===== src/rtl/regfile_write_scheduler.sv =====
// Register-file write-port arbiter (ALU vs. load) with a per-register
// outstanding-write scoreboard that drives the decode/issue stall.
module regfile_write_scheduler #(
  parameter int unsigned CNT_W = 2
) (
  input  logic        clk,
  input  logic        reset,
  input  logic        alu_valid,
  input  logic [2:0]  alu_rd,
  input  logic [15:0] alu_data,
  output logic        alu_ready,
  input  logic        mem_valid,
  input  logic [2:0]  mem_rd,
  input  logic [15:0] mem_data,
  output logic        mem_ready,
  input  logic        rsv_valid,
  input  logic [2:0]  rsv_rd,
  input  logic [2:0]  src_ra,
  input  logic [2:0]  src_rb,
  output logic        stall,
  output logic        wr_en,
  output logic [2:0]  wr_addr,
  output logic [15:0] wr_data,
  output logic [7:0]  busy_mask,
  output logic        err
);

  localparam logic [CNT_W-1:0] CntMax = '1;

  typedef enum logic {GrantAlu = 1'b0, GrantMem = 1'b1} grant_e;

  grant_e            last_grant_q, last_grant_d;
  logic [CNT_W-1:0]  cnt_q [8];
  logic [CNT_W-1:0]  cnt_d [8];
  logic              err_q, err_d;
  logic              wr_en_q, wr_en_d;
  logic [2:0]        wr_addr_q, wr_addr_d;
  logic [15:0]       wr_data_q, wr_data_d;

  logic              alu_gnt, mem_gnt, xfer;
  logic [2:0]        xfer_rd;
  logic [15:0]       xfer_data;
  logic [7:0]        inc_vec, dec_vec;

  // Round-robin: under contention the side that lost last time wins.
  always_comb begin
    alu_gnt = alu_valid && (!mem_valid || (last_grant_q == GrantMem));
    mem_gnt = mem_valid && (!alu_valid || (last_grant_q == GrantAlu));
    xfer    = alu_gnt || mem_gnt;
    xfer_rd   = alu_gnt ? alu_rd   : mem_rd;
    xfer_data = alu_gnt ? alu_data : mem_data;
  end

  assign alu_ready = alu_gnt;
  assign mem_ready = mem_gnt;

  always_comb begin
    for (int n = 0; n < 8; n++) begin
      busy_mask[n] = (cnt_q[n] != '0);
    end
  end

  assign stall = busy_mask[src_ra] | busy_mask[src_rb] |
                 (rsv_valid && (rsv_rd != 3'd0) && (cnt_q[rsv_rd] == CntMax));

  always_comb begin
    inc_vec = (rsv_valid && !stall) ? (8'b1 << rsv_rd) : 8'b0;
    dec_vec = xfer ? (8'b1 << xfer_rd) : 8'b0;
    inc_vec[0] = 1'b0;
    dec_vec[0] = 1'b0;
  end

  always_comb begin
    last_grant_d = last_grant_q;
    err_d        = err_q;
    wr_en_d      = xfer && (xfer_rd != 3'd0);
    wr_addr_d    = wr_addr_q;
    wr_data_d    = wr_data_q;
    for (int n = 0; n < 8; n++) begin
      cnt_d[n] = cnt_q[n];
    end
    if (alu_valid && mem_valid) begin
      last_grant_d = alu_gnt ? GrantAlu : GrantMem;
    end
    if (wr_en_d) begin
      wr_addr_d = xfer_rd;
      wr_data_d = xfer_data;
    end
    cnt_d[0] = '0;
    for (int n = 1; n < 8; n++) begin
      if (inc_vec[n] && !dec_vec[n]) begin
        cnt_d[n] = cnt_q[n] + CNT_W'(1);
      end else if (dec_vec[n] && !inc_vec[n]) begin
        // Underflow saturates at zero and latches the error flag.
        if (cnt_q[n] == '0) begin
          err_d = 1'b1;
        end else begin
          cnt_d[n] = cnt_q[n] - CNT_W'(1);
        end
      end
    end
  end

  always_ff @(posedge clk) begin
    if (reset) begin
      last_grant_q <= GrantMem;
      err_q        <= 1'b0;
      wr_en_q      <= 1'b0;
      wr_addr_q    <= 3'd0;
      wr_data_q    <= 16'd0;
      for (int n = 0; n < 8; n++) begin
        cnt_q[n] <= '0;
      end
    end else begin
      last_grant_q <= last_grant_d;
      err_q        <= err_d;
      wr_en_q      <= wr_en_d;
      wr_addr_q    <= wr_addr_d;
      wr_data_q    <= wr_data_d;
      for (int n = 0; n < 8; n++) begin
        cnt_q[n] <= cnt_d[n];
      end
    end
  end

  assign wr_en   = wr_en_q;
  assign wr_addr = wr_addr_q;
  assign wr_data = wr_data_q;
  assign err     = err_q;

endmodule


===== config.mk =====
export PLATFORM = sky130hd
export DESIGN_NAME = regfile_write_scheduler
export DESIGN_NICKNAME = d
export VERILOG_FILES = /design/src/rtl/regfile_write_scheduler.sv
export SDC_FILE = /design/constraint.sdc
export NUM_CORES = 1
export LEC_CHECK = 0
export BUFFER_PORTS_ARGS = -buffer_cell sky130_fd_sc_hd__buf_2
export CORE_MARGIN = 3
export CORE_UTILIZATION = 52
export DETAILED_ROUTE_END_ITERATION = 8
export GPL_ROUTABILITY_DRIVEN = 1
export PLACE_DENSITY = 0.87
export SLEW_MARGIN = 5
export SYNTH_ARGS = -nofsm -noshare
export SYNTH_HDL_FRONTEND = slang
export SYNTH_SLANG_ARGS = --single-unit

===== constraint.sdc =====
create_clock -name clk -period 3.5 [get_ports clk]
set_input_delay 0.35 -clock clk [delete_from_list [all_inputs] [get_ports clk]]
set_output_delay 0.35 -clock clk [all_outputs]
set_load 0.01 [all_outputs]

### Word level (Yosys, flattened, before mapping)

Memory sizes are Yosys's and may differ from the RTL's.
Cells that the tools add are included.

| operators by class | value |
|---|---|
| $add $sub $neg | 14 |
| $lt $le $gt $ge | 2 |
| equality and inequality tests | 1 |
| shift operators | 2 |
| muxes and demuxes | 62 |
| bitwise gates (word level) | 11 |
| reductions and logical operators | 58 |

Operators by type and width:

| cell | number |
|---|---|
| $mux 2 | 29 |
| $mux 1 | 27 |
| $logic_and 1x1->1 | 21 |
| $logic_not 1->1 | 17 |
| $mux 16 | 1 |
| $mux 8 | 2 |
| $reduce_bool 2->1 | 8 |
| $shl 1x3->8 const A | 2 |
| $add 2x1->2 const B | 7 |
| $logic_not 2->1 | 7 |
| $sub 2x1->2 const B | 7 |
| $or 1x1->1 | 10 |
| $lt 3x4->1 const B | 2 |
| $bmux 1 s3 | 2 |
| $reduce_bool 3->1 | 2 |
| $logic_or 1x1->1 | 3 |
| $mux 3 | 1 |
| $eq 2x2->1 const B | 1 |
| $not 1->1 | 1 |

| storage, ports and cells | value |
|---|---|
| flip-flop bits (word level) | 22 |
| bits in writable memories | 16 |
| input bits | 52 |
| output and inout port bits | 32 |
| logic and storage cells | 156 |
| memories kept | 1 |

Memory list:

| name | depth | bits a word | rd ports | clocked after memory_dff | write ports | RTL line | RTL |
|---|---|---|---|---|---|---|---|
| cnt_q | 8 | 2 | 9 | 0 | 8 | 33 | `logic [CNT_W-1:0] cnt_q [8];` |

### Depth between registers and ports, before layout

An unclocked memory read counts as a cell.

| logic depth | value |
|---|---|
| depth after elaboration | 31 |
| depth in mapped cells | 10 |
| mapped depth without buffers | 8 |

### Worst setup path after synthesis

No wires, ideal clock.

| path | value |
|---|---|
| kind | register -> register |
| start | memory cnt_q[1][0] |
| end | memory cnt_q[7][1] |
| setup time | 70 ps |
| arrival time | 2348 ps |
| data required time | 3430 ps |
| setup slack | 1081 ps |
| stages on the path, launching flop included | 10 |
| path buffers | 1 |
| period minus slack after synthesis | 2419 ps |
| path through | dfxtp_1 > buf_6 > or4_1 > o31a_1 > a32o_1 > or3_1 > ha_1 > nor3b_1 > o21ai_0 > a21oi_1 |

RTL lines:

| element | RTL line |
|---|---|
| start: declaration | 33 |

==> flow_summary.ini <==
[power_and_ir_drop]
p_leak_nw = 1.428
power_density_nw_per_um2 = 340.5
vdd_drop_max_v = 0.0002976

[worst_setup_path]
crit_required_ps = 3650
rrSetupSlack_ps = 830
path_class = reg -> reg
end_kind = flop
cp_cell_sequence = or4_1, o31a_1, a32oi_2, and3_1, ha_1, nor3b_1, nor4_1, a21oi_1
r2r_start = cnt_q[1][0]
cp.arrival_ps = 2820
cp_top_family = simple AND/OR/NAND/NOR gates
max_stage_delay_ps = 530
timing.rr.end = err
cp.buffers_inverters = 0
critPathLaunchType = flop
crit_slowest_cell = or4_1
crit_fanout = 13
reg2reg_depth = 8

[synth]
synthCells = 324
yosysSeqAreaShare_pct = 27.25
synth_fp_nets = 390
synth_flop_cell = dfxtp_1
ys_warn_count = 0
ys_async_sr_fraction_pct = 0
synth_seq_cells = 36
avgSynthCellArea_sq_um = 8.164
synth_edf_count = 0
ys_types = 49
synth_area_sq_um = 2645

[sta]
setup-tns-final_ps = 0
hold_violations = 0
max_slew_margin_pct = 50.22
slew_violations = 0
rsz0062_at_grt = no
fin_crit_sh_pct = 76.15
worstMarginPinSlew_ps = 746.6
setup_viol = 0
min_period_ps = 2665
timing.fmax_mhz = 375.2
finClkSkew_ps = 5.076

[clock_tree]
cts_root_buf = clkbuf_8
cts_resized = 0
clk_latency_ps = 290
cts_inserted_buffers = 5
ctsLongestPathBuffers = 2
clk_pin_slew_ps = 80
holdBufCountCts = 0
cts_tree = built
clock_sinks = 36
post_cts_buffers = 0
htreeDepth = 2

[grt]
grt_pass1_vias = 2510
overflow = 0
grt.total_usage_pct = 23.13
antenna_found_initial = 0
top_usage_layer = met2
met2_usage_pct = 38.17
grt_util_met1_pct = 28.35
grt_pass1_wl_um = 11400
grt_max_degree = 37
met3_usage_pct = 6.690

[finish]
n_antenna_cell = 0
drive_gt1_share_pct = 26.33
layout_commonest_cell = buf_2
layout_common_cells = buf_2, dfxtp_1, o21ai_0
area_delta_synth_final_pct = 19.54
layout.nets = 460
multi_input_area_sq_um = 1772
num-fill-cells = 411
regArea_sq_um = 720.7
final_area_sq_um = 3162

[detailed_routing]
vias_per_cell = 5.955
via_count = 2751
wl_per_cell_um = 15.19
firstDrtPassIters = 5
drt_iter0_drc = 125
final_antenna_net_count = 0
routed_wl_um = 7019
drc = 0

[placed_design]
hpwl_um = 5238
place_area_sq_um = 3050
gp_congestion = 0.9201
numPortBuffers = 82

[floorplan]
initial_utilization_pct = 54.91
io_pins = 84
fp.dieH_um = 77.32
core_sq_um = 4817
die_area_sq_um = 5978
num_rows = 25
dieWidth_um = 77.32

[hold_path]
hold_start = alu_data[15]
min_path_type = in -> reg
whs_path_depth = 3
holdPathEnd = wr_data[15]

[outcome]
status = finished, final reports clean

[run]
cap_violations = 0
## worst reg2reg max path, delay by kind of cell (launching register included)
family | cells | cell delay [ps]
AO/OA/AOI/OAI | 3 | 780
adder cells (fa/ha/maj) | 1 | 220
flip-flops | 1 | 380
AND/OR/NAND/NOR | 4 | 1150
## area by class of cell
cell class	count	share of cell area, %
clock inverter	3	1.345
timing repair buffer	86	13.93
tap	67	2.651
inverter	9	1.068
multi-input combinational	256	56.03
clock buffer	5	2.176
sequential	36	22.79
## registers in the layout, indices dropped and copies added (netlist names)
signal	flops
cnt_q	14
err	1
last_grant_q	1
wr_addr	3
wr_data	16
wr_en	1
## layer usage
metal	part of all wire (%)	up-vias
li1	-	1357
met1	44	1256
met2	46	123
met3	8.6	15
met4	2.2	0
met5	0	-
## cells in the mapped netlist, drive strengths merged (7+ instances only)
cell / count / area share [%]
dfxtp: 36 / 27
nor3b: 17 / 4.8
nand2: 21 / 3.0
and2: 7 / 1.7
o21ai: 26 / 4.9
nor2b: 15 / 3.5
and3: 9 / 2.1
nor2: 11 / 1.6
a21oi: 17 / 3.2
a211oi: 18 / 5.1
nand3: 11 / 2.1
buf: 12 / 2.9
mux2i: 21 / 7.9
clkbuf: 11 / 1.6
inv: 9 / 1.3
a311oi: 18 / 6.0
ha: 14 / 6.6
## metrics by stage
| step | worst slack, ps | hold slack (ps) | cells | utilization [%] | total power, W |
|---|---|---|---|---|---|
| floorplan | 1081 | 490.7 | 324 | - | 0.0006211 |
| global placement | 855.9 | 524.1 | 454 | 63.32 | 0.0007042 |
| detailed placement | 785.4 | 541.9 | 454 | 63.32 | 0.0007129 |
| CTS | 809.6 | 388.5 | 462 | 65.64 | 0.001080 |
| global route | 560.5 | 401.9 | 462 | 65.64 | 0.001126 |
| finish | 834.6 | 395.0 | 462 | 65.64 | 0.001077 |
## cell families after synthesis
kind of cell,share of synthesized area [%]
AO/OA/AOI/OAI,26.82
flip-flops,27.25
AND/OR/NAND/NOR,25.02
other,0.1418
buffers and inverters,5.771
multiplexers,8.373
adder cells (fa/ha/maj),6.623
## how the worst max path moves through the flow
stage	end	start	depth (start not counted)
final	err	cnt_q[1][0]	8
after global routing	cnt_q[1][1]	cnt_q[1][0]	8
after floorplan	cnt_q[7][1]	cnt_q[1][0]	9
after global placement	err	src_rb[1]	9
after CTS	err	cnt_q[1][0]	8
after detailed placement	err	src_rb[1]	9
## report_power, final
| group | switching (W) | internal (W) |
|---|---|---|
| registers | 0.0000163 | 0.000437 |
| clock network | 0.000159 | 0.000211 |
| logic | 0.000144 | 0.000110 |
| total | 0.000319 | 0.000758 |
Power figures use the tool's default switching activity.
